$ cat src/rtl/fifo_byte_packer_if.sv
// Byte-stream / FIFO write-port bundle for fifo_byte_packer.
// master drives the byte stream and FIFO status; slave is the packer.
interface fifo_byte_packer_if;
    localparam int unsigned BYTE_W = 8;
    localparam int unsigned WORD_W = 32;
    localparam int unsigned CNT_W  = 16;

    logic              EN;
    logic [BYTE_W-1:0] byte_in;
    logic              byte_valid;
    logic              byte_ready;
    logic              flush;
    logic              flush_done;
    logic              FULL;
    logic              EMPTY;
    logic              RD;
    logic              WR;
    logic [WORD_W-1:0] dataOut;
    logic [CNT_W-1:0]  wr_count;

    modport master (
        output EN, byte_in, byte_valid, flush, FULL, EMPTY, RD,
        input  byte_ready, flush_done, WR, dataOut, wr_count
    );

    modport slave (
        input  EN, byte_in, byte_valid, flush, FULL, EMPTY, RD,
        output byte_ready, flush_done, WR, dataOut, wr_count
    );
endinterface

$ cat src/rtl/fifo_byte_packer.sv
// Packs a little-endian byte stream into 32-bit words for the 8-deep FIFO,
// holding each word until the FIFO really takes it (read has priority there).
module fifo_byte_packer #(
    parameter logic [7:0] PAD_BYTE = 8'h00
) (
    input logic               Clk,
    input logic               Rst,
    fifo_byte_packer_if.slave bus
);
    localparam int unsigned LANE_W = 2;
    localparam int unsigned ACC_W  = 24;
    localparam int unsigned WORD_W = 32;
    localparam int unsigned CNT_W  = 16;

    logic [LANE_W-1:0] lane;
    logic [ACC_W-1:0]  acc;
    logic [WORD_W-1:0] out_q;
    logic              pending;
    logic              flush_done_q;
    logic [CNT_W-1:0]  cnt_q;

    logic              wr_c;
    logic              wr_ok;
    logic              slot_free;
    logic              ready_c;
    logic              acc_ok;
    logic              flush_act;
    logic              flush_exec;
    logic [WORD_W-1:0] pad_word;

    // A write is lost whenever the FIFO performs a read in the same cycle.
    assign wr_c       = bus.EN && pending && !bus.FULL;
    assign wr_ok      = wr_c && !(bus.RD && !bus.EMPTY);
    assign slot_free  = !pending || wr_ok;
    assign ready_c    = !Rst && bus.EN && !bus.flush && ((lane != LANE_W'(3)) || slot_free);
    assign acc_ok     = bus.byte_valid && ready_c;
    // The flush_done cycle still sees the old request level, so it is masked.
    assign flush_act  = bus.EN && bus.flush && !flush_done_q;
    assign flush_exec = flush_act && ((lane == LANE_W'(0)) || slot_free);

    // Partial word: held bytes in the low lanes, pad fill above.
    always_comb begin
        pad_word = {4{PAD_BYTE}};
        if (lane > LANE_W'(0)) pad_word[7:0]   = acc[7:0];
        if (lane > LANE_W'(1)) pad_word[15:8]  = acc[15:8];
        if (lane > LANE_W'(2)) pad_word[23:16] = acc[23:16];
    end

    always_ff @(posedge Clk or posedge Rst) begin
        if (Rst) begin
            lane         <= '0;
            acc          <= '0;
            out_q        <= '0;
            pending      <= 1'b0;
            flush_done_q <= 1'b0;
            cnt_q        <= '0;
        end else if (bus.EN) begin
            flush_done_q <= flush_exec;
            if (wr_ok) begin
                pending <= 1'b0;
                cnt_q   <= cnt_q + CNT_W'(1);
            end
            if (acc_ok) begin
                case (lane)
                    LANE_W'(0): begin acc[7:0]   <= bus.byte_in; lane <= LANE_W'(1); end
                    LANE_W'(1): begin acc[15:8]  <= bus.byte_in; lane <= LANE_W'(2); end
                    LANE_W'(2): begin acc[23:16] <= bus.byte_in; lane <= LANE_W'(3); end
                    default: begin
                        out_q   <= {bus.byte_in, acc};
                        pending <= 1'b1;
                        lane    <= '0;
                    end
                endcase
            end else if (flush_exec && (lane != LANE_W'(0))) begin
                out_q   <= pad_word;
                pending <= 1'b1;
                lane    <= '0;
            end
        end
    end

    assign bus.WR         = wr_c;
    assign bus.byte_ready = ready_c;
    assign bus.dataOut    = out_q;
    assign bus.flush_done = flush_done_q;
    assign bus.wr_count   = cnt_q;
endmodule

$ cat src/flat_wrapper.sv
// flat-port wrapper written by rule: the top's interface ports become plain ports
module fifo_byte_packer_flat 
#(
    parameter logic [7:0] PAD_BYTE = 8'h00
)
  (Clk, Rst, bus_EN, bus_byte_in, bus_byte_valid, bus_flush, bus_FULL, bus_EMPTY, bus_RD, bus_byte_ready, bus_flush_done, bus_WR, bus_dataOut, bus_wr_count);
  fifo_byte_packer_if bus_i ();
  input logic Clk;
  input logic Rst;
  input wire logic [$bits(bus_i.EN)-1:0] bus_EN;
  input wire logic [$bits(bus_i.byte_in)-1:0] bus_byte_in;
  input wire logic [$bits(bus_i.byte_valid)-1:0] bus_byte_valid;
  input wire logic [$bits(bus_i.flush)-1:0] bus_flush;
  input wire logic [$bits(bus_i.FULL)-1:0] bus_FULL;
  input wire logic [$bits(bus_i.EMPTY)-1:0] bus_EMPTY;
  input wire logic [$bits(bus_i.RD)-1:0] bus_RD;
  output wire logic [$bits(bus_i.byte_ready)-1:0] bus_byte_ready;
  output wire logic [$bits(bus_i.flush_done)-1:0] bus_flush_done;
  output wire logic [$bits(bus_i.WR)-1:0] bus_WR;
  output wire logic [$bits(bus_i.dataOut)-1:0] bus_dataOut;
  output wire logic [$bits(bus_i.wr_count)-1:0] bus_wr_count;
  assign bus_i.EN = bus_EN;
  assign bus_i.byte_in = bus_byte_in;
  assign bus_i.byte_valid = bus_byte_valid;
  assign bus_i.flush = bus_flush;
  assign bus_i.FULL = bus_FULL;
  assign bus_i.EMPTY = bus_EMPTY;
  assign bus_i.RD = bus_RD;
  assign bus_byte_ready = bus_i.byte_ready;
  assign bus_flush_done = bus_i.flush_done;
  assign bus_WR = bus_i.WR;
  assign bus_dataOut = bus_i.dataOut;
  assign bus_wr_count = bus_i.wr_count;
  fifo_byte_packer #(.PAD_BYTE(PAD_BYTE)) u_core (.Clk(Clk), .Rst(Rst), .bus(bus_i));
endmodule
$ cat config.mk
export PLATFORM = sky130hd
export DESIGN_NAME = fifo_byte_packer_flat
export DESIGN_NICKNAME = d
export VERILOG_FILES = /design/src/rtl/fifo_byte_packer_if.sv /design/src/rtl/fifo_byte_packer.sv /design/src/flat_wrapper.sv
export SDC_FILE = /design/constraint.sdc
export NUM_CORES = 1
export LEC_CHECK = 0
export ABC_AREA = 1
export BUFFER_PORTS_ARGS = -buffer_cell sky130_fd_sc_hd__buf_2
export CAP_MARGIN = 25
export CELL_PAD_IN_SITES_DETAIL_PLACEMENT = 0
export CELL_PAD_IN_SITES_GLOBAL_PLACEMENT = 1
export CORE_AREA = 5 5 101 103
export CTS_BUF_LIST = sky130_fd_sc_hd__clkbuf_8
export DETAILED_ROUTE_END_ITERATION = 6
export DIE_AREA = 0 0 106 108
export PLACE_DENSITY = 0.78
export SLEW_MARGIN = 25
export SYNTH_ARGS = -nofsm -noshare
export SYNTH_HDL_FRONTEND = slang
export SYNTH_SLANG_ARGS = --single-unit
$ cat constraint.sdc
create_clock -name Clk -period 2.1 [get_ports Clk]
set_input_delay 0.21 -clock Clk [delete_from_list [all_inputs] [get_ports Clk]]
set_output_delay 0.21 -clock Clk [all_outputs]
set_load 0.01 [all_outputs]
Word level (Yosys, flattened, before mapping) --
Index checks and enable logic that the tools add are counted.
Storage, ports and cells: register bits after elaboration 76, input port bits 16
Operators by class: add/sub/neg operators 1, mux-type cells 13, eq/ne operators 4, reduce and logical (&&, ||, !) cells 32, order comparisons 3
Operator list (number):
- two-way mux 32 bit | 3
- two-way mux 8 bit | 3
- adder 16 x 1 -> 16 bit, second input constant | 1
- logical AND 1 bit | 12
- AND reduction 3 bit | 4
- zero test 1 bit | 7
- case mux 2 bit (3 select lines) | 1
- greater-than comparator 2 x 1 -> 1 bit, second input constant | 2
- two-way mux 1 bit | 4
- two-way mux 2 bit | 2
- != test 2 bit, second input constant | 2
- AND reduction 2 bit | 2
- nonzero test 2 bit | 2
- logical OR 1 bit | 3
- OR reduction 3 bit | 1
- equality test 2 x 1 -> 1 bit, second input constant | 1
- equality test 2 bit, second input constant | 1
- greater-than comparator 2 bit, second input constant | 1
- zero test 2 bit | 1

Longest topological paths before layout --
Gate-level depths: netlist (run 1).
depth in word-level cells 10, mapped depth 10, gate-level depth less buffers 9

Worst setup path before layout (run 1) --
Ideal clock, no wire load.
path kind register to register, from reg u_core.pending, to reg u_core.out_q[0] (netlist: u_core.bus.dataOut[0]), cell stages (with the launch flop) 11, clock period less this slack 1424 ps, arrival 1307 ps, required time 1983 ps, setup time 117 ps, buffers on the path 1, slack 676 ps, cell sequence dfrtp_1 > nand2_1 > nor2_4 > nand2_4 > nand2_2 > nand3_1 > nand2_2 > inv_2 > buf_6 > nand2_1 > nand2_1
On the way: word-level cells in the longest chain between the ends 9, elaborated cells on any way between the ends 15, classes of those cells 1 x eq/ne; 1 x mux; 13 x reduce/logical
Ends and longest elaborated chain:
- start: declaration | RTL line fifo_byte_packer.sv:18 | logic pending;
- start signal: assignment | RTL line fifo_byte_packer.sv:54 | pending <= 1'b0;
- start signal: assignment | RTL line fifo_byte_packer.sv:60 | pending <= 1'b0;
- start signal: assignment | RTL line fifo_byte_packer.sv:70 | pending <= 1'b1;
- logical AND 1 bit (*) (2 in series) | RTL line fifo_byte_packer.sv:32 | assign wr_c = bus.EN && pending && !bus.FULL;
- net bus_WR | RTL line flat_wrapper.sv:19 | output wire logic [$bits(bus_i.WR)-1:0] bus_WR;
- logical AND 1 bit (*) | RTL line fifo_byte_packer.sv:33 | assign wr_ok = wr_c && !(bus.RD && !bus.EMPTY);
- logical OR 1 bit (*) | RTL line fifo_byte_packer.sv:34 | assign slot_free = !pending || wr_ok;
- logical OR 1 bit, on equally long branches | RTL line fifo_byte_packer.sv:35, fifo_byte_packer.sv:39
- logical AND 1 bit, on equally long branches | RTL line fifo_byte_packer.sv:35, fifo_byte_packer.sv:39
- logical AND 1 bit, on equally long branches | RTL line fifo_byte_packer.sv:36, fifo_byte_packer.sv:74
- != test 2 bit (no line) / nonzero test 2 bit (equally long branches)
- AND reduction 3 bit (no line)
- end signal: assignment | RTL line fifo_byte_packer.sv:69 | out_q <= {bus.byte_in, acc};
- end signal: assignment | RTL line fifo_byte_packer.sv:75 | out_q <= pad_word;
- end: declaration | RTL line fifo_byte_packer.sv:17 | logic [WORD_W-1:0] out_q;
Mark *: on every way through the listed nets, which the timed path passes. The rest lies on a longest branch. A chain may end at the register's enable or synchronous reset.

Worst setup path after layout (run 1) --
from in Rst, to reg u_core.acc[8]
On the way: word-level cells in the longest chain between the ends 6
Ends and longest elaborated chain:
- start: declaration | RTL line flat_wrapper.sv:9 | input logic Rst;
- zero test 1 bit | RTL line fifo_byte_packer.sv:35 | assign ready_c = !Rst && bus.EN && !bus.flush && ((lane != LANE_W'(3)) || slot_free);
- logical AND 1 bit (3 in series) | RTL line fifo_byte_packer.sv:35
- logical AND 1 bit | RTL line fifo_byte_packer.sv:36 | assign acc_ok = bus.byte_valid && ready_c;
- AND reduction 3 bit (no line)
- end signal: assignment | RTL line fifo_byte_packer.sv:52 | acc <= '0;
- end signal: assignment | RTL line fifo_byte_packer.sv:66 | LANE_W'(1): begin acc[15:8] <= bus.byte_in; lane <= LANE_W'(2); end
- end: declaration | RTL line fifo_byte_packer.sv:16 | logic [ACC_W-1:0] acc;
No other way between the ends.

==> results of run 1 <==
## logic make-up (layout without fill, tap and decap cells)
kind of cell | Yosys count | after routing | synth area share [%]
adder cells (fa/ha/maj) | 6 | 6 | 2.19
flip-flops | 76 | 76 | 55.6
XOR/XNOR | 9 | 9 | 2.30
buffers and inverters | 35 | 111 | 5.05
AND/OR/NAND/NOR | 233 | 233 | 29.7
AO/OA/AOI/OAI | 35 | 35 | 5.19
## cells in the mapped netlist, drive strengths merged
library cell    n  area [um2]
nor2           16        80.1
nand3b          1        7.51
clkbuf          2        7.51
xor2            5        43.8
nand3          42         228
nand4           3        18.8
dfrtp          76        1900
xnor2           4        35.0
ha              6        75.1
a21boi          1        7.51
nor3            7        45.0
nand2         164         636
inv            25        93.8
a21oi           1        5.00
buf             8        71.3
o21ai          33         165
## path summary, 6_finish.rpt
check | endpoint | slack, ps | depth (start not counted)
max | u_core.acc[8] | 280 | 7
min | u_core.acc[6] | 140 | 3
max reg2reg | u_core.acc[8] | 310 | 8
min reg2reg | u_core.bus.dataOut[13] | 480 | 2
max in group asynchronous | u_core.bus.dataOut[17] | 1260 | 4
min in group asynchronous | u_core.bus.flush_done | 520 | 4
## metrics by stage
step                power (mW)  instance area, um2  utilization (%)  setup slack, ps  std cells
floorplan                 3.02                3420                -              676        394
global placement          3.47                3850             42.3              332        564
detailed placement        3.51                3850             42.3              300        564
CTS                       4.81                4090             44.9              281        581
global route              5.11                4090             44.9              131        581
finish                    4.75                4090             44.9              280        581
## worst register-to-register path: cells and delay by family, from the launching register on
kind | cells | cell delay [ps]
and+or+nand+nor | 8 | 1320
DFF | 1 | 420
## registers in the layout, indices dropped and copies added (netlist names)
signal / flops
u_core.bus.dataOut: 32
u_core.acc: 24
u_core.bus.wr_count: 16
u_core.lane: 2
u_core.bus.flush_done: 1
u_core.pending: 1
## per-layer routing
metal	share of wire (%)	vias up	global-route usage, %
li1	-	1402	-
met1	49	1321	20.3
met2	46	62	22.7
met3	3.8	13	3.64
met4	2.0	0	6.38
met5	0	-	0
## placed cells by master, fill, tap and decap left out
cell           instances
o21ai_1                5
a21boi_0               1
dfrtp_1               76
xor2_1                 5
buf_2                 66
nor3_2                 2
buf_4                  2
nand3_4                1
nand3b_1               1
nand4_1                3
ha_1                   6
nand3_2                1
nand2_2                5
inv_6                  2
clkinv_4               1
xnor2_1                4
nor2_2                 2
nand2_1              158
nor2_1                12
a21oi_1                1
inv_1                 22
nand3_1               40
bufinv_16              2
clkinvlp_4             2
nor2_4                 2
o21ai_0               28
nand2_4                1
buf_12                 1
dlygate4sd3_1          1
inv_2                  2
nor3_1                 5
clkbuf_8              10
## power by group
group / internal, mW / total [mW] / switching (mW)
Combinational: 0.452 / 1.28 / 0.826
Sequential: 1.89 / 2.19 / 0.301
Clock: 0.712 / 1.28 / 0.566
Total: 3.05 / 4.75 / 1.69
## cell type report
cell class	count	area, um2	area share, %
inverter	25	97.6	2.39
clock buffer	10	138	3.36
multi-input combinational	283	1350	32.9
sequential	76	1900	46.5
clock inverter	6	93.8	2.29
tap	111	139	3.39
timing repair buffer	70	375	9.17
## timing repair
item                       4_1_cts  5_1_grt
hold buffers                     1        0
hold endpoints to repair        37        0
setup endpoints to repair        0        0
setup buffers                    0        0
==> impl_metrics.yaml, run 1 <==
outcome:
  status: "finished, final reports clean"
worst_setup_path:
  cp-startpoint: "Rst"
  startpoint_type: "input pin"
  critPathArrivalTime_ps: 2110
  crit_top_cell: "nand2_1"
  max_stage_delay_ps: 520
  cp_cell_sequence: "dlygate4sd3_1 > buf_2 > nor3_2 > nand3_4 > nor2_2 > nand2_1 > nand2_1"
  cp_top_family: "simple AND/OR/NAND/NOR gates"
  end_kind: "register"
  critical_path_class: "in -> reg"
  timing.critical_path.buf_inv: 2
  worstPathMaxFanout: 32
  cp.required_ps: 2390
  cp_slowest_cell: "dlygate4sd3_1"
  reg2reg_from: "u_core.pending"
clocking:
  root_buffer: "clkbuf_8"
  cts_made_buffers: 9
  cts_tree: "done"
  path_clk_slew_ps: 90
  clock_latency_ps: 350
  htreeDepth: 3
  cts.sinks: 76
  cts_resized: 0
  cts_max_path_buffers: 2
floorplan:
  pin_count: 67
  num_rows: 35
  initial_utilization_pct: 37.6
  coreArea_um2: 9110
  die_area_um2: 11400
  die_width_um: 106
  fp.dieH_um: 108
timing:
  worst_pin_slew_ps: 546
  rsz0062_at_grt: "no"
  fin_skew_ps: 15.3
  final_max_slew_viol_count: 0
  relSlewSlack_pct: 63.5
  whs_ps: 144
  fin_crit_sh_pct: 86.7
  finalHoldViolCount: 0
  finalSetupViolCount: 0
  fin_tns_setup_ps: 0
  timing.final.crit_period_ps: 1820
  fmax_mhz: 549
place:
  portBuffers: 66
  dp_hpwl_um: 5550
  place.gp.congestion: 0.777
detailed_routing:
  vias: 2798
  drt_iter0_drc: 125
  ant_nets: 0
  drc: 0
  wl_per_cell_um: 13.7
  firstDrtPassIters: 4
  vias_per_cell: 4.82
  wl_um: 7960
job:
  drv_cap: 0
yosys:
  yosysSeqAreaShare_pct: 55.6
  yosysUniqueCellTypes: 27
  netlist_area_um2: 3420
  yosysWarningCount: 0
  synthCells: 394
  synthesis.nets: 416
  yosys_register_bits: 76
  avgSynthCellArea_um2: 8.68
grt:
  antenna_found_initial: 0
  grt_usage_pct: 14.9
  grt_max_degree: 77
  grt_pass1_wl_um: 13500
  overflow: 0
  grt_pass1_vias: 2722
layout:
  fillCellCount: 924
  final_nets: 487
  diodes: 0
  area_growth_pct: 19.6
  final_layout_size_suffix_gt1_share_pct: 21.7
worst_hold_path:
  worstHoldStart: "bus_byte_in[6]"
  worstHoldPathType: "in -> reg"
pwr:
  power-per-cell-area_nw_per_um2: 1160
  peakVddDrop_mv: 0.497
  p_leak_nw: 2.26
(Power assumes the default switching activity.)
==> run 2: changes to the inputs <==
--- a/config.mk
+++ b/config.mk
@@ -14,7 +14,8 @@
 export CTS_BUF_LIST = sky130_fd_sc_hd__clkbuf_8
 export DETAILED_ROUTE_END_ITERATION = 6
 export DIE_AREA = 0 0 106 108
-export PLACE_DENSITY = 0.78
+export PLACE_DENSITY = 0.82
+export RECOVER_POWER = 50
 export SLEW_MARGIN = 25
 export SYNTH_ARGS = -nofsm -noshare
 export SYNTH_HDL_FRONTEND = slang
==> run 2 against run 1 <==
  * The run now ends with max-capacitance violations, max-slew violations left
  * Combinational power about the same
  * Clock-buffer cell count decreased by 1
  * Cell area decreased by 2.4%
  * Maximum frequency increased by 2.5%
  * Via count increased by 0.61%
  * Register-to-register slack about the same
  * Final cell count increased by 0.52%
  * Power decreased by 6.3%
  * Highest routed layer unchanged
==> impl_metrics.yaml, run 2 (synthesized netlist as in run 1, its figures left out) <==
outcome:
  status: "finished, violations left"
  violations: "max-capacitance violations, max-slew violations"
floorplan:
  coreArea_um2: 9110
  fp.dieH_um: 108
  die_width_um: 106
  die_area_um2: 11400
  num_rows: 35
  pin_count: 67
  initial_utilization_pct: 37.6
pwr:
  p_leak_nw: 2.13
  peakVddDrop_mv: 0.391
  power-per-cell-area_nw_per_um2: 1110
layout:
  final_nets: 490
  diodes: 0
  final_common_cell: "nand2_1"
  final_layout_size_suffix_gt1_share_pct: 16.3
  largest_register_ffs: 32
  area_growth_pct: 16.7
  layout_common_cells: "nand2_1, dfrtp_1, buf_2"
timing:
  whs_ps: 124
  timing.final.crit_period_ps: 1780
  relSlewSlack_pct: -15.2
  rsz0062_at_grt: "no"
  finalHoldViolCount: 0
  fin_tns_setup_ps: 0
  final_max_slew_viol_count: 40
  fin_skew_ps: 15.8
  fin_crit_sh_pct: 84.6
  fmax_mhz: 563
  finalSetupViolCount: 0
  worst_pin_slew_ps: 1720
grt:
  grt_pass1_wl_um: 13400
  grt_usage_pct: 14.7
  antenna_found_initial: 0
  grt_max_degree: 40
  overflow: 0
  grt_pass1_vias: 2726
worst_setup_path:
  rrSetupSlack_ps: 320
  cp-startpoint: "u_core.pending"
  crit_top_cell: "nand2_1"
  timing.critical_path.buf_inv: 0
  cp_slowest_cell: "dfrtp_1"
  end_kind: "register"
  worstPathMaxFanout: 32
  cp.required_ps: 2380
  cp_top_family: "simple AND/OR/NAND/NOR gates"
  startpoint_type: "register"
  max_stage_delay_ps: 400
  critPathArrivalTime_ps: 2060
  reg2reg_from: "u_core.pending"
  critical_path_class: "reg -> reg"
  cp_cell_sequence: "nand2_1 > nor2_4 > nand2_4 > nand3_2 > nand3_4 > nor2_2 > nand2_1 > nand2_1"
clocking:
  root_buffer: "clkbuf_8"
  cts_max_path_buffers: 2
  path_clk_slew_ps: 90
  cts_resized: 0
  clock_latency_ps: 350
  postCtsSetupBuffers: 0
  cts_made_buffers: 9
  cts.hold.buffers_added: 0
  cts_tree: "done"
  cts.sinks: 76
  htreeDepth: 3
job:
  drv_cap: 1
detailed_routing:
  firstDrtPassIters: 4
  vias: 2815
  vias_per_cell: 4.82
  drt_iter0_drc: 163
  wl_per_cell_um: 13.6
  ant_nets: 0
  wl_um: 7950
  drc: 0
place:
  place.gp.congestion: 0.793
  portBuffers: 66
  dp_hpwl_um: 5690
worst_hold_path:
  worstHoldPathType: "in -> reg"
  worstHoldStart: "bus_byte_in[6]"
[run 2: cell types whose count changed in the layout (fill, tap and decap cells not counted)]
cell,previous run,this run
clkinvlp_2,0,1
clkinv_2,0,3
clkinvlp_4,2,1
clkbuf_8,10,9
buf_12,1,0
buf_4,2,3
dlygate4sd3_1,1,0
bufinv_16,2,0
clkbuf_1,0,29
buf_2,66,41
[run 2: area by class of cell]
class,count,area (um2)
fillers,950,5120
inverters,25,95.1
repair buffers,73,337
well taps,111,139
flip-flops and latches,76,1900
multi-input cells,283,1350
clock buffers,9,124
clock inverters,7,48.8
[run 2: layer usage]
metal	share of wire, %	up-vias	global-route usage [%]
met2	46	68	22.1
met3	4.6	13	3.88
met5	0	-	0
met1	48	1325	20.5
met4	1.8	0	5.55
li1	-	1409	-
[run 2: worst reg2reg max path, stage by stage (launching register included)]
cell,delay [ps]
dfrtp_1,400
nand2_1,110
nor2_4,110
nand2_4,110
nand3_2,110
nand3_4,310
nor2_2,370
nand2_1,100
nand2_1,80
[run 2: worst paths after layout]
| kind | cells after the start | endpoint |
|---|---|---|
| min in group asynchronous | 2 | u_core.bus.wr_count[1] |
| max | 8 | u_core.acc[21] |
| min reg2reg | 2 | u_core.bus.dataOut[19] |
| max in group asynchronous | 3 | u_core.acc[21] |
| min | 3 | u_core.acc[6] |
| max reg2reg | 8 | u_core.acc[21] |
[run 2: where the power goes]
group | switching, mW | total [mW] | internal (mW)
registers | 0.300 | 2.19 | 1.89
clock network | 0.563 | 0.995 | 0.432
logic | 0.832 | 1.26 | 0.429
total | 1.70 | 4.45 | 2.75
[run 2: metrics by stage]
step                      utilization [%]  power (mW)  setup WS, ps  cells  cell area (um2)
after detailed placement             42.5        3.52           330    568             3870
after global placement               42.5        3.47           359    568             3870
after floorplan                         -        3.02           676    394             3420
after global routing                 43.8        4.79           125    584             3990
after CTS                            44.4        4.52           308    584             4040
final                                43.8        4.45           323    584             3990
==> run 3: changes to the inputs <==
--- a/config.mk
+++ b/config.mk
@@ -5,16 +5,16 @@
 export SDC_FILE = /design/constraint.sdc
 export NUM_CORES = 1
 export LEC_CHECK = 0
-export ABC_AREA = 1
+export ABC_AREA = 0
 export BUFFER_PORTS_ARGS = -buffer_cell sky130_fd_sc_hd__buf_2
 export CAP_MARGIN = 25
 export CELL_PAD_IN_SITES_DETAIL_PLACEMENT = 0
 export CELL_PAD_IN_SITES_GLOBAL_PLACEMENT = 1
-export CORE_AREA = 5 5 101 103
+export CORE_AREA = 5 5 90 92
 export CTS_BUF_LIST = sky130_fd_sc_hd__clkbuf_8
 export DETAILED_ROUTE_END_ITERATION = 6
-export DIE_AREA = 0 0 106 108
-export PLACE_DENSITY = 0.82
+export DIE_AREA = 0 0 95 97
+export PLACE_DENSITY = 0.87
 export RECOVER_POWER = 50
 export SLEW_MARGIN = 25
 export SYNTH_ARGS = -nofsm -noshare
==> constraint.sdc (replaced) <==
create_clock -name Clk -period 1.8 [get_ports Clk]
set_input_delay 0.18 -clock Clk [delete_from_list [all_inputs] [get_ports Clk]]
set_output_delay 0.18 -clock Clk [all_outputs]
set_load 0.01 [all_outputs]
==> run 3 against run 2 <==
  * Critical path depth decreased by 1
  * Via count shrank 24%
  * Critical path type unchanged
  * Largest cell class unchanged
  * Synthesized cell count is 41% lower
  * Clock-buffer cell count is the same
  * The flow now finishes without violations
==> impl_metrics.yaml, run 3 <==
floorplan:
  coreArea_um2: 7140
  pin_count: 67
  num_rows: 31
  initial_utilization_pct: 45.1
  die_width_um: 95
  fp.dieH_um: 97
  die_area_um2: 9220
worst_setup_path:
  max_stage_delay_ps: 380
  reg2reg_from: "u_core.lane[0]"
  critical_path_class: "reg -> reg"
  r2r_end: "u_core.bus.dataOut[1]"
  worstPathMaxFanout: 13
  r2r_cells: 7
  startpoint_type: "register"
  cp_top_family: "flip-flops"
  end_kind: "register"
  cp-startpoint: "u_core.lane[0]"
  cp_cell_sequence: "inv_1 > ha_2 > nor2_1 > nand3_2 > a21o_4 > buf_12 > mux2_4"
  cp.required_ps: 2040
  crit_end: "u_core.bus.dataOut[1]"
  critPathArrivalTime_ps: 1990
  cp_slowest_cell: "dfrtp_1"
  cp.depth: 7
  rrSetupSlack_ps: 40
  timing.critical_path.buf_inv: 2
timing:
  final_max_slew_viol_count: 0
  fin_skew_ps: 9.53
  fmax_mhz: 570
  worst_pin_slew_ps: 1000
  timing.final.crit_period_ps: 1760
  fin_crit_sh_pct: 97.5
  relSlewSlack_pct: 33.0
  finalSetupViolCount: 0
  finalHoldViolCount: 0
pwr:
  p_leak_nw: 1.96
  p_clk_share_pct: 21.5
  p_seq_share_pct: 47.3
  p_comb_share_pct: 31.2
  p_sw_mw: 1.87
  power-per-cell-area_nw_per_um2: 1380
  switching_share_pct: 33.7
  internal-power_mw: 3.67
  peakVddDrop_mv: 0.830
clocking:
  cts_max_path_buffers: 2
  htreeDepth: 3
  cts_tree: "done"
  clock_latency_ps: 350
  cts_made_buffers: 9
  cts.sinks: 76
  path_clk_slew_ps: 80
  root_buffer: "clkbuf_8"
grt:
  grt_max_degree: 77
  busiest_layer: "met2"
  grt_use_met2_pct: 21.8
  antenna_found_initial: 0
  met3_usage_pct: 6.67
  overflow: 0
  grt_pass1_wl_um: 11000
  grt_usage_pct: 15.3
  grt_pass1_vias: 2154
  grt_util_met1_pct: 21.3
layout:
  largest_register_ffs: 32
  final_area_um2: 4010
  area_growth_pct: 24.6
  final_common_cell: "dfrtp_1"
  utilization_pct: 56.2
  diodes: 0
  layout_common_cells: "dfrtp_1, buf_2, mux2_2"
  final_layout_size_suffix_gt1_share_pct: 38.0
  final_nets: 338
detailed_routing:
  vias: 2152
  wl_per_cell_um: 16.4
  vias_per_cell: 5.12
  drt_iter0_drc: 137
  wl_um: 6890
  firstDrtPassIters: 4
  drc: 0
  ant_nets: 0
yosys:
  synth_top_cells_by_area: "dfrtp_1, mux2_2, a22o_1"
  yosysWarningCount: 0
  synth_top_family_by_area: "multiplexers"
  synth.most_common_cell: "dfrtp_1"
  yosys-top-cells-count: "dfrtp_1, mux2_2, a22o_1"
  yosysUniqueCellTypes: 38
  synth-xor-area-share_pct: 4.08
  async_flop_share_pct: 100
  synthCells: 232
  yosysSeqAreaShare_pct: 59.1
  synth_top_area_share_pct: 59.1
  synth_largest_area_cell: "dfrtp_1"
  synth_compound_area_share_pct: 10.8
  synthesis.nets: 254
  synthFlopType: "dfrtp_1"
  netlist_area_um2: 3220
  synth_edf_count: 0
  avgSynthCellArea_um2: 13.9
  yosys_register_bits: 76
  yosys.area_share.simple_pct: 8.47
  synth-adder-area-share_pct: 2.33
  muxShareOfSynthArea_pct: 12.2
place:
  portBuffers: 66
  post_dp_cell_area_um2: 3750
  place.gp.congestion: 0.873
  dp_hpwl_um: 4640
job:
  drv_cap: 0
worst_hold_path:
  worstHoldPathType: "in -> reg"
  hold_depth: 2
outcome:
  status: "finished, final reports clean"
## run 3: cell count changes after synthesis, moves of 4 or more
cell,change
nand2_1,-149
nand3_1,-34
mux2_2,+27
o21ai_0,-25
a22o_1,+24
inv_1,-14
nor2_1,-8
nor4_1,+8
mux2_4,+6
o21ai_1,-5
xor2_1,+5
nand2_2,-4
## run 3: through the flow
| stage | TNS, ps | worst slack (ps) | total power [mW] | instances | hold slack [ps] |
|---|---|---|---|---|---|
| floorplan | 0 | 92.2 | 3.66 | 232 | 276 |
| global placement | 0 | 57.2 | 4.29 | 401 | 347 |
| detailed placement | -0.475 | -0.475 | 4.35 | 401 | 349 |
| CTS | 0 | 22.9 | 5.58 | 418 | 82.3 |
| global route | -24.6 | -10.0 | 5.88 | 420 | 86.1 |
| finish | 0 | 44.5 | 5.53 | 420 | 98.0 |
## run 3: kinds of logic (layout without fill, tap and decap cells)
kind of cell    after synthesis  in the layout
fa+ha+maj                     6              6
buf+inv                      16            105
simple gates                 46             46
flops                        76             76
compound gates               40             40
xor+xnor                     15             15
mux                          33             33
## run 3: power by group through the flow
| stage | Sequential (mW) | Combinational (mW) | Clock, mW |
|---|---|---|---|
| after CTS | 2.62 | 1.73 | 1.23 |
| after floorplan | 2.72 | 0.935 | 0 |
| after global routing | 2.70 | 1.88 | 1.30 |
| after detailed placement | 2.64 | 1.71 | 0 |
| final | 2.62 | 1.72 | 1.19 |
| after global placement | 2.63 | 1.66 | 0 |
## run 3: layout make-up
class,count,area (um2)
Clock buffer,9,124
Clock inverter,7,57.6
Fill cell,617,3120
Inverter,9,37.5
Multi-Input combinational cell,140,1280
Sequential cell,76,1900
Tap cell,99,124
Timing Repair Buffer,80,492
## run 3: worst min-delay path by stage
stage / startpoint / endpoint
finish: bus_byte_in[5] / u_core.bus.dataOut[29]
CTS: bus_byte_in[7] / u_core.bus.dataOut[31]
floorplan: bus_EN / u_core.bus.flush_done
detailed placement: Rst / u_core.bus.flush_done
global route: bus_byte_in[7] / u_core.acc[23]
global placement: Rst / u_core.bus.flush_done
## run 3: what timing repair did
item | 4_1_cts | 5_1_grt
buffers inserted | 0 | 2
setup endpoints to repair | 1 | 46
hold endpoints to repair | 76 | 0
hold buffers | 1 | 0
gates resized for setup | 3 | 9
pin swaps | 0 | 1
cloned | 0 | 1
## run 3: routing by layer
metal,wire length [um],vias to the layer above
met5,0,-
met1,3260,1061
met2,3030,69
met3,535,5
met4,53,0
li1,-,1017
